==> src/rtl/button_conditioner.sv <==
// Push-button input conditioner for the stopwatch.
// Each channel runs independently through three stages:
//   1. A two-flop synchronizer.
//   2. A debouncer that outputs a clean level plus one-cycle press/release pulses.
//   3. An optional auto-repeat FSM that re-issues press pulses while the button is held.
// Handshake: no valid/ready handshake exists here. Every output is a registered
// level or a one-cycle pulse that the consumer samples on every clk edge.
module button_conditioner #(
  parameter int              N_BTN           = 4,
  parameter int              DEBOUNCE_CYCLES = 1_000_000,
  parameter int              HOLD_CYCLES     = 50_000_000,
  parameter int              REPEAT_CYCLES   = 20_000_000,
  parameter logic [N_BTN-1:0] REPEAT_EN      = '0
) (
  input  logic             clk,
  input  logic             rst,
  input  logic [N_BTN-1:0] btn_raw,
  output logic [N_BTN-1:0] btn_level,
  output logic [N_BTN-1:0] btn_press,
  output logic [N_BTN-1:0] btn_release,
  output logic [N_BTN-1:0] btn_held
);

  localparam int DW       = $clog2(DEBOUNCE_CYCLES + 1);
  localparam int HOLD_MAX = (HOLD_CYCLES > REPEAT_CYCLES) ? HOLD_CYCLES : REPEAT_CYCLES;
  localparam int HW       = $clog2(HOLD_MAX + 1);

  typedef enum logic [1:0] {
    IDLE      = 2'd0,
    WAIT_HOLD = 2'd1,
    REPEAT    = 2'd2
  } rpt_state_t;

  for (genvar i = 0; i < N_BTN; i++) begin : g_ch
    logic          sync1;
    logic          sync2;
    logic          level_r;
    logic          press_r;
    logic          release_r;
    logic          held_r;
    logic [DW-1:0] db_cnt;
    logic [HW-1:0] hold_cnt;
    rpt_state_t    state;
    logic          settle;
    logic          rise;
    logic          fall;

    // A level change is accepted on the edge where the disagreement count
    // would reach DEBOUNCE_CYCLES.
    always_comb begin
      settle = (sync2 != level_r) && (db_cnt == DW'(DEBOUNCE_CYCLES - 1));
      rise   = settle && sync2;
      fall   = settle && !sync2;
    end

    // Synchronizer, debounce counter and auto-repeat FSM; all outputs registered.
    always_ff @(posedge clk) begin
      if (rst) begin
        sync1     <= 1'b0;
        sync2     <= 1'b0;
        level_r   <= 1'b0;
        press_r   <= 1'b0;
        release_r <= 1'b0;
        held_r    <= 1'b0;
        db_cnt    <= '0;
        hold_cnt  <= '0;
        state     <= IDLE;
      end else begin
        sync1     <= btn_raw[i];
        sync2     <= sync1;
        press_r   <= rise;
        release_r <= fall;

        // Any agreeing cycle restarts the count, which rejects glitches.
        if (sync2 == level_r) begin
          db_cnt <= '0;
        end else if (settle) begin
          level_r <= sync2;
          db_cnt  <= '0;
        end else begin
          db_cnt <= db_cnt + DW'(1);
        end

        if (REPEAT_EN[i]) begin
          if (fall) begin
            // A release wins over a repeat that falls due on the same edge.
            state    <= IDLE;
            held_r   <= 1'b0;
            hold_cnt <= '0;
          end else begin
            case (state)
              IDLE: begin
                if (rise) begin
                  state    <= WAIT_HOLD;
                  hold_cnt <= '0;
                end
              end
              WAIT_HOLD: begin
                if (hold_cnt == HW'(HOLD_CYCLES - 1)) begin
                  press_r  <= 1'b1;
                  held_r   <= 1'b1;
                  hold_cnt <= '0;
                  state    <= REPEAT;
                end else begin
                  hold_cnt <= hold_cnt + HW'(1);
                end
              end
              REPEAT: begin
                if (hold_cnt == HW'(REPEAT_CYCLES - 1)) begin
                  press_r  <= 1'b1;
                  hold_cnt <= '0;
                end else begin
                  hold_cnt <= hold_cnt + HW'(1);
                end
              end
              default: begin
                state    <= IDLE;
                hold_cnt <= '0;
                held_r   <= 1'b0;
              end
            endcase
          end
        end
      end
    end

    assign btn_level[i]   = level_r;
    assign btn_press[i]   = press_r;
    assign btn_release[i] = release_r;
    assign btn_held[i]    = held_r;
  end

endmodule

==> config.mk <==
export PLATFORM = sky130hd
export DESIGN_NAME = button_conditioner
export DESIGN_NICKNAME = d
export VERILOG_FILES = /design/src/rtl/button_conditioner.sv
export SDC_FILE = /design/constraint.sdc
export NUM_CORES = 1
export LEC_CHECK = 0
export CAP_MARGIN = 5
export CORE_MARGIN = 3
export CORE_UTILIZATION = 40
export CTS_CLUSTER_DIAMETER = 60
export CTS_CLUSTER_SIZE = 10
export DETAILED_ROUTE_END_ITERATION = 16
export SETUP_SLACK_MARGIN = 0.1
export SKIP_LAST_GASP = 1
export SLEW_MARGIN = 20
export SYNTH_ARGS = -nofsm -noshare
export SYNTH_HDL_FRONTEND = slang
export SYNTH_SLANG_ARGS = --single-unit
==> constraint.sdc <==
create_clock -name clk -period 2.2 [get_ports clk]
set_input_delay 0.44 -clock clk [delete_from_list [all_inputs] [get_ports clk]]
set_output_delay 0.44 -clock clk [all_outputs]
set_load 0.01 [all_outputs]
# Yosys cells after proc, flatten, opt, wreduce, memory -nomap -nowiden
# Index checks and enable logic that the tools add are counted.
# Widths: inputs -> output; s select.
# op_classes
n_eq_ne,12
n_addsub,4
bitwise,4
n_reduce_logical,24
# op_table
op,n
$add 20x1->20 const B,4
$eq 20x20->1 const B,4
$logic_and 1x1->1,12
$reduce_or 3->1,4
$reduce_and 2->1,4
$eq 1x1->1,4
$logic_not 1->1,4
$ne 1x1->1,4
$not 1->1,4
# word_totals
wordCells,68
input_bits,6
register_bits,100

# Depth between registers and ports, before layout
# Gate-level depths: netlist of run 1.
# depth
word_depth,3
mapped_depth,7
ltp_nobuf,5

# Worst setup path after synthesis of run 1
# OpenSTA, ideal clock, no wires.
# synth_timing
path_type,register -> register
startpoint,register g_ch[1].db_cnt[8]
endpoint,register g_ch[1].db_cnt[12]
stages_incl_launch_ff,7
arrival_ns,1.906
n_path_buf,2
slack_ns,0.179
setup_time_ns,0.115
period_less_slack_ns,2.021
path_cell_list,dfxtp_1 > or4b_1 > or4_1 > buf_2 > o21bai_4 > buf_12 > nor2_2
# synth_between
elab_chain_cells,3
word_cells_on_any_way,4
classes_between,add/sub (1); eq/ne (1); reduce/logical (2)
# synth_lines
element,line_no,text
from (decl),41,logic [DW-1:0] db_cnt;
from (signal assigned),81,db_cnt <= db_cnt + DW'(1);
branches (longest 3 deep; another with $add 20x1->20),n/a,
# Parallel ways; which one is timed is not known.
# A chain may end at the register's enable or synchronous reset.

# Worst setup path after layout of run 1
# layout_timing
startpoint,register g_ch[1].db_cnt[6]
endpoint,register g_ch[1].db_cnt[3]
# layout_between
elab_chain_cells,3
# layout_lines
element,line_no,text
$eq 20x20->1,51,settle = (sync2 != level_r) && (db_cnt == DW'(DEBOUNCE_CYCLES - 1));
$logic_and 1x1->1,51,
$reduce_or 3->1 (no source line),n/a,
# No other way between the ends.

==> flow_metrics.tcl, run 1 <==
set metrics [dict create \
    synthTopCellsByArea "dfxtp_1 (45%), xnor2_1 (5.9%), xor2_1 (4.5%), nand4_1 (3.2%), nor2_1 (3.1%)" \
    cp.arrival_ns 2.22 \
    via_per_inst 5.31 \
    synth_top_area_cell "dfxtp_1" \
    wire_per_inst_um 13.1 \
    synth.top_cell.area_share_pct 44.8 \
    clock_latency_ns 0.37 \
    die_width_um 112 \
    fin_crit_ns 1.95 \
    setup_total_negative_slack_ns 0 \
    fill_cells 1001 \
    drv_cap 0 \
    slowest_stage "or4_4" \
    combPwrFrac_pct 1.7 \
    die_y_um 112 \
    port_buffers 17 \
    path_clk_slew_ns 0.10 \
    area_delta_synth_final_pct 11.3 \
    critPathKind "reg -> reg" \
    cts.sinks 100 \
    cts_tree "done" \
    max_stage_delay_ns 0.59 \
    grt_pass1_vias 3316 \
    num-nets-final 524 \
    cp_max_fo 19 \
    pre_cts_ws_ns 0.156 \
    ys_seq_elements 100 \
    drtAntennaViolNets 0 \
    drt_iter0_markers 242 \
    slew_headroom_pct 60.1 \
    post_cts_buffers 0 \
    drc_errors 0 \
    yosysSeqAreaShare_pct 44.8 \
    hold_ws_ns 0.447 \
    cp_num_buf_inv 1 \
    p_int_w 0.00248 \
    clockRootBuffer "clkbuf_8" \
    pin_count 22 \
    netlist_area_mm2 0.00447 \
    initial_utilization_pct 42.2 \
    synth-edff-count 0 \
    cts_made_buffers 9 \
    rsz0062_at_grt "false" \
    antenna_found_initial 0 \
    leakage_nw 1.45 \
    vias 3481 \
    syn_avg_cell_area_um2 8.94 \
    grt_pass1_wl_um 14900 \
    netSwitchingFraction_pct 21.4 \
    rows 37 \
    reg2reg_setup_slack_ns 0.25 \
    synth.distinct_cells 41 \
    path_cells "or4b_1 > or4_4 > o21bai_4 > buf_12 > nor2_1" \
    gp_congestion 0.820 \
    outcome "finished, final reports clean" \
    synthCells 500 \
    dieArea_mm2 0.0125 \
    dp_hpwl_um 5990 \
    setup_slack_ns 0.250 \
    irDropWorstVdd_mv 0.358 \
    synthFlopType "dfxtp_1" \
    drive_above_1_share_pct 10.6 \
    power_frac_clock_pct 40.4 \
    cp-end-kind "register" \
    core_mm2 0.0106 \
    grt_max_degree 21 \
    dr.pass1.iters 4 \
    cp.required_ns 2.47 \
    report.final.slew_viol_count 0 \
    setup_viol 0 \
    clock_skew_ns 0.00804 \
    cts_buffer_depth 2 \
    hold_viol 0 \
    period_share_pct 88.6 \
    max_freq_ghz 0.513 \
    start_kind "register" \
    antenna_cells 0 \
    tightest_slew_ns 0.593 \
    synth-warning-count 0 \
    cellPowerDensity_mw_per_mm2 633 \
    p_seq_share_pct 57.9 \
    hold_class "reg -> reg" \
    cp_top_family "simple AND/OR/NAND/NOR gates" \
    grt_usage_pct 14.4 \
    gr-total-overflow 0 \
    htree_levels 3 \
    synthArstFlopShare_pct 0 \
    drt-total-wl_um 8560 \
    p_sw_w 0.000673 \
]
[worst paths after layout]
kind / start / end / depth (start not counted)
setup / recovery: g_ch[1].db_cnt[6] / g_ch[1].db_cnt[3] / 5
hold / removal: g_ch[0].sync1 / g_ch[0].sync2 / 1
setup reg to reg: g_ch[1].db_cnt[6] / g_ch[1].db_cnt[3] / 5
hold reg to reg: g_ch[0].sync1 / g_ch[0].sync2 / 1
[cell usage after synthesis (all sizes together) (8+ instances only)]
cell	n
dfxtp	100
nor2	47
xnor2	30
nand3	27
nand2	25
nor3	24
nand4	23
xor2	23
a21oi	21
buf	19
nor4	17
inv	15
o21ai	15
or3	15
or4	14
clkbuf	13
o31ai	10
nor2b	8
[flip-flops by register name (all words and copies together) (netlist names)]
| register | flops |
|---|---|
| g_ch.press_r | 4 |
| g_ch.db_cnt | 80 |
| g_ch.sync1 | 4 |
| g_ch.sync2 | 4 |
| g_ch.level_r | 4 |
| g_ch.release_r | 4 |
[power groups by stage]
stage,Clock [W],Sequential (W),Combinational [W]
2_1_floorplan,0,0.00186,0.0000376
3_3_place_gp,0,0.00187,0.0000536
3_5_place_dp,0,0.00187,0.0000543
4_1_cts,0.00133,0.00182,0.0000546
5_1_grt,0.00139,0.00183,0.0000604
6_report,0.00127,0.00182,0.0000537
[area by class of cell]
cell class	instances	area (µm²)	share of cell area, %
multi-input cells	356	2240	45.0
flip-flops and latches	100	2000	40.2
repair buffers	32	295	5.93
well taps	136	170	3.42
clock buffers	9	124	2.49
clock inverters	7	91.3	1.84
inverters	15	56.3	1.13
[timing repair]
action,in CTS,in global routing
hold buffers,0,0
resized for setup,0,2
endpoints found under the hold margin,0,0
endpoints found under the setup margin,0,19
[cell families after synthesis]
kind of cell,Yosys count,share of synthesized area (%)
xor gates and xnor gates,53,10.4
and+or+nand+nor,238,29.9
DFF,100,44.8
buffers and inverters,47,5.71
adders and majority gates,4,1.12
AOI/OAI and AO/OA,57,8.03
other,1,0.0839
[metal layers]
metal  up-vias  GRT usage (%)  part of all wire, %
met1      1619           19.0                   49
li1       1799              -                    -
met3         9           3.86                  3.9
met4         0           5.03                  1.3
met5         -              0                    0
met2        54           22.6                   46
[layout by cell type, fill, tap and decap left out, drive strengths merged, types with 8 or more instances in the layout]
master / synthesis / layout
clkdlybuf4s50: 0 / 17
nand2: 25 / 25
nand4: 23 / 23
or4: 14 / 14
or3: 15 / 15
inv: 15 / 15
nor3: 24 / 24
nor2: 47 / 47
nand3: 27 / 27
a21oi: 21 / 21
xor2: 23 / 23
nor2b: 8 / 8
dfxtp: 100 / 100
o31ai: 10 / 10
clkbuf: 13 / 9
nor4: 17 / 17
o21ai: 15 / 15
buf: 19 / 15
xnor2: 30 / 30
[stage by stage]
| stage | std cells | total power, W | cell area, µm² | util [%] |
|---|---|---|---|---|
| 2_1_floorplan | 503 | 0.00190 | 4480 | - |
| 3_3_place_gp | 639 | 0.00192 | 4750 | 44.8 |
| 3_5_place_dp | 639 | 0.00192 | 4750 | 44.8 |
| 4_1_cts | 655 | 0.00321 | 4970 | 46.9 |
| 5_1_grt | 655 | 0.00328 | 4980 | 46.9 |
| 6_report | 655 | 0.00315 | 4980 | 46.9 |
Power figures use the tool's default switching activity.
==> run 2, diff against run 1 <==
--- a/config.mk
+++ b/config.mk
@@ -11,6 +11,7 @@
 export CTS_CLUSTER_DIAMETER = 60
 export CTS_CLUSTER_SIZE = 10
 export DETAILED_ROUTE_END_ITERATION = 16
+export MAX_ROUTING_LAYER = met4
 export SETUP_SLACK_MARGIN = 0.1
 export SKIP_LAST_GASP = 1
 export SLEW_MARGIN = 20
==> run 2 against run 1 <==
  * Non-clock buffer count unchanged
  * First-iteration DRC count rose by 5.4%
  * Wire length is essentially flat
  * Clock skew is essentially flat
  * Largest cell class unchanged
==> flow_metrics.tcl, run 2 (synthesis gave the netlist of run 1 again) <==
set metrics [dict create \
    largest_reg_flops 80 \
    cp.required_ns 2.47 \
    grtUsageMet3_pct 3.80 \
    via_per_inst 5.34 \
    cp.arrival_ns 2.22 \
    drtAntennaViolNets 0 \
    vias 3497 \
    dr.pass1.iters 4 \
    drive_above_1_share_pct 10.6 \
    initial_utilization_pct 42.2 \
    grt_busiest_layer "met2" \
    drt-total-wl_um 8560 \
    die_y_um 112 \
    cts_hold_buf 0 \
    cellPowerDensity_mw_per_mm2 633 \
    cts_made_buffers 9 \
    fin_crit_ns 1.95 \
    slew_headroom_pct 60.3 \
    use_met1_pct 19.1 \
    max_freq_ghz 0.513 \
    antenna_cells 0 \
    final_cell_mix "dfxtp_1 (100), nor2_1 (37), xnor2_1 (30)" \
    period_share_pct 88.6 \
    gr-total-overflow 0 \
    cp_max_fo 19 \
    rsz0062_at_grt "false" \
    grt_usage_pct 14.8 \
    rr_worst_depth 5 \
    wire_per_inst_um 13.1 \
    drt_iter0_markers 255 \
    leakage_nw 1.45 \
    drc_errors 0 \
    r2r_end "g_ch[1].db_cnt[3]" \
    grt_max_degree 21 \
    setup_viol 0 \
    place_inst 639 \
    clock_latency_ns 0.37 \
    path_clk_slew_ns 0.10 \
    die_width_um 112 \
    dp_hpwl_um 5990 \
    crit_start "g_ch[1].db_cnt[6]" \
    port_buffers 17 \
    hold_class "reg -> reg" \
    hold_ws_ns 0.447 \
    num-nets-final 524 \
    grt_pass1_vias 3322 \
    area_delta_synth_final_pct 11.3 \
    cts_tree "done" \
    core_mm2 0.0106 \
    reg2reg_setup_slack_ns 0.25 \
    critPathKind "reg -> reg" \
    fin_cells 655 \
    layout_commonest_cell "dfxtp_1" \
    post_cts_resized 0 \
    clockRootBuffer "clkbuf_8" \
    hold_viol 0 \
    tightest_slew_ns 0.590 \
    gp_congestion 0.832 \
    grt_pass1_wl_um 14900 \
    antenna_found_initial 0 \
    report.final.slew_viol_count 0 \
    post_cts_buffers 0 \
    start_kind "register" \
    dieArea_mm2 0.0125 \
    setup_total_negative_slack_ns 0 \
    worstSetupEndpoint "g_ch[1].db_cnt[3]" \
    cts_buffer_depth 2 \
    drv_cap 0 \
    outcome "finished, final reports clean" \
    htree_levels 3 \
    cp-end-kind "register" \
    r2r-start "g_ch[1].db_cnt[6]" \
    top_register "g_ch.db_cnt" \
    grt_use_met2_pct 22.6 \
    pin_count 22 \
    cts.sinks 100 \
    clock_skew_ns 0.00803 \
    rows 37 \
    irDropWorstVdd_mv 0.357 \
]
## run 2: through the flow
stage               setup WS (ns)  utilization (%)  instance area [µm²]  power (W)
CTS                         0.153             46.9                 4970    0.00321
finish                      0.250             46.9                 4980    0.00315
global route                0.140             46.9                 4980    0.00328
global placement            0.212             44.8                 4750    0.00192
detailed placement          0.156             44.8                 4750    0.00192
floorplan                   0.179                -                 4480    0.00190
## run 2: how the worst min path moves through the flow
| stage | startpoint | to | cells after the start |
|---|---|---|---|
| floorplan | g_ch[0].sync1 | g_ch[0].sync2 | 1 |
| finish | g_ch[0].sync1 | g_ch[0].sync2 | 1 |
| global route | g_ch[2].sync1 | g_ch[2].sync2 | 1 |
| detailed placement | g_ch[0].sync1 | g_ch[0].sync2 | 1 |
| CTS | g_ch[0].sync1 | g_ch[0].sync2 | 1 |
| global placement | g_ch[1].sync1 | g_ch[1].sync2 | 1 |
## run 2: layer usage
layer	vias up	wire length (µm)
met2	60	3960
met3	11	330
li1	1799	-
met1	1627	4140
met4	0	125
met5	-	0
## run 2: report_power, final
group	internal, W	switching (W)	total, W
registers	0.00182	0.00000671	0.00182
clock network	0.000636	0.000639	0.00128
logic	0.0000240	0.0000297	0.0000537
total	0.00248	0.000675	0.00315
## run 2: cell type report
class | instances | area (µm²)
fill | 1001 | 5620
multi-input combinational | 356 | 2240
sequential | 100 | 2000
timing repair buffer | 32 | 295
tap | 136 | 170
clock buffer | 9 | 124
clock inverter | 7 | 91.3
inverter | 15 | 56.3
## run 2: critical path: stages, from the launching register on
cell      delay (ns)
dfxtp_1         0.34
or4b_1          0.52
or4_4           0.59
o21bai_4        0.15
buf_12          0.18
nor2_1          0.06
==> run 3, diff against run 2 <==
--- a/config.mk
+++ b/config.mk
@@ -7,7 +7,7 @@
 export LEC_CHECK = 0
 export CAP_MARGIN = 5
 export CORE_MARGIN = 3
-export CORE_UTILIZATION = 40
+export CORE_UTILIZATION = 35
 export CTS_CLUSTER_DIAMETER = 60
 export CTS_CLUSTER_SIZE = 10
 export DETAILED_ROUTE_END_ITERATION = 16
==> run 3 against run 2 <==
  * Final area is 3.2% higher
  * Clock-buffer cell count unchanged
  * First-iteration DRC count decreased by 7.5%
  * Global-route usage shrank 1.9 points
  * Clock power up 35%
  * Core utilization decreased by 5.1 points
  * Sequential power barely moved
  * Total power grew 15%
  * Clock skew rose by 0.0013 ns
  * Sequential share of layout area is 1.2 points lower
  * Final cell count increased by 4.7%
  * Highest routed layer unchanged
  * Die area rose by 13%
==> flow_metrics.tcl, run 3 (synthesis gave the netlist of run 1 again) <==
set metrics [dict create \
    outcome "finished, final reports clean" \
    leakage_nw 1.50 \
    initial_utilization_pct 36.5 \
    rr_worst_depth 4 \
    setup_viol 0 \
    top_layer "met4" \
    cellPowerDensity_mw_per_mm2 703 \
    dieArea_mm2 0.0142 \
    cp_max_fo 5 \
    drtAntennaViolNets 0 \
    rsz0062_at_grt "false" \
    hold_viol 0 \
    drt_iter0_markers 236 \
    max_freq_ghz 0.513 \
    wl_met2_um 4070 \
    cts_buffer_depth 2 \
    tightest_slew_ns 0.671 \
    clock_skew_ns 0.00930 \
    m1WireLength_um 4170 \
    dp_hpwl_um 5990 \
    largest_reg_flops 80 \
    cts.sinks 100 \
    path_clk_slew_ns 0.07 \
    die_y_um 119 \
    min_from "g_ch[3].sync1" \
    htree_levels 3 \
    via_per_inst 5.10 \
    dr.pass1.iters 5 \
    start_kind "register" \
    clockRootBuffer "clkbuf_16" \
    cp.arrival_ns 2.18 \
    drc_errors 0 \
    report.final.slew_viol_count 0 \
    drive_above_1_share_pct 10.4 \
    layout_commonest_cell "dfxtp_1" \
    wl_met3_um 187 \
    drt-total-wl_um 8550 \
    gr-total-overflow 0 \
    grt_max_degree 21 \
    slowest_stage "or4_4" \
    cts_tree "done" \
    final_cell_mix "dfxtp_1 (100), nor2_1 (37), xnor2_1 (30)" \
    die_width_um 119 \
    pin_count 22 \
    setup_slack_ns 0.249 \
    cp-end-kind "register" \
    max_stage_delay_ns 0.58 \
    drv_cap 0 \
    port_buffers 17 \
    vias 3501 \
    gp_congestion 0.795 \
    rows 40 \
    grt_pass1_wl_um 15200 \
    pre_cts_ws_ns 0.173 \
    r2r_end "g_ch[1].level_r" \
    whs_path_depth 1 \
    antenna_found_initial 0 \
    core_mm2 0.0123 \
    period_share_pct 88.7 \
    cts_hold_buf 0 \
    path_cells "or4b_1 > or4_4 > o21a_1 > o21ba_2" \
    clock_latency_ns 0.34 \
    irDropWorstVdd_mv 0.426 \
    hold_class "reg -> reg" \
    fill_cells 1186 \
    reg2reg_setup_slack_ns 0.25 \
    grt_usage_pct 13.0 \
    num-nets-final 523 \
    fin_crit_ns 1.95 \
    top_register "g_ch.db_cnt" \
    slew_headroom_pct 54.8 \
    r2r-start "g_ch[1].db_cnt[14]" \
    cp.required_ns 2.43 \
    hold_end "g_ch[3].sync2" \
    post_cts_buffers 0 \
    grt_pass1_vias 3394 \
    setup_total_negative_slack_ns 0 \
    final_core_util_pct 41.9 \
    area_delta_synth_final_pct 14.9 \
    antenna_cells 0 \
    wire_per_inst_um 12.5 \
    post_cts_resized 0 \
    cts_made_buffers 9 \
    critPathKind "reg -> reg" \
]
[run 3: cell count changes in the layout (fill, tap and decap cells not counted), sizes merged]
cell,change
inv,+5
clkinv,-4
buf,-1
clkinvlp,-1
[run 3: per-stage QoR]
step	area (µm²)	power (W)	instances	hold slack, ns
final	5140	0.00361	686	0.459
after global placement	4800	0.00192	670	0.420
after floorplan	4480	0.00190	503	0.414
after CTS	5130	0.00367	686	0.468
after global routing	5140	0.00373	686	0.481
after detailed placement	4800	0.00192	670	0.446
[run 3: final cells by class]
type	instances	area [µm²]	area share [%]
Timing Repair Buffer	31	300	5.85
Clock inverter	7	104	2.02
Multi-Input combinational cell	356	2240	43.6
Clock buffer	9	225	4.38
Inverter	15	56.3	1.10
Tap cell	168	210	4.09
Sequential cell	100	2000	39.0
[run 3: worst max-delay path: cells and delay by family (launching register included)]
kind	cells	cell delay [ns]
DFF	1	0.40
and+or+nand+nor	2	1.06
AOI/OAI and AO/OA	2	0.40
[run 3: how the worst max path moves through the flow]
stage                                   from            endpoint  slack (ns)  depth (start not counted)
after global routing       g_ch[3].db_cnt[0]  g_ch[3].db_cnt[18]        0.15                          5
after global placement     g_ch[1].db_cnt[6]   g_ch[1].db_cnt[8]        0.22                          5
after detailed placement  g_ch[1].db_cnt[14]   g_ch[1].db_cnt[3]        0.17                          5
final                     g_ch[1].db_cnt[14]     g_ch[1].level_r        0.25                          4
after floorplan            g_ch[1].db_cnt[8]  g_ch[1].db_cnt[12]        0.18                          6
after CTS                 g_ch[1].db_cnt[14]   g_ch[1].db_cnt[8]        0.16                          5
[run 3: layer usage]
layer / global-route usage (%) / up-vias
met1: 16.3 / 1650
met3: 1.71 / 10
met2: 21.2 / 41
met5: - / -
li1: - / 1800
met4: 5.14 / 0
[run 3: power by group]
group           total, W  leakage (nW)  switching, W  internal, W
clock network    0.00173         0.162      0.000712      0.00102
registers        0.00183         0.807    0.00000730      0.00182
logic          0.0000556         0.533     0.0000305    0.0000251
total            0.00361          1.50      0.000750      0.00286
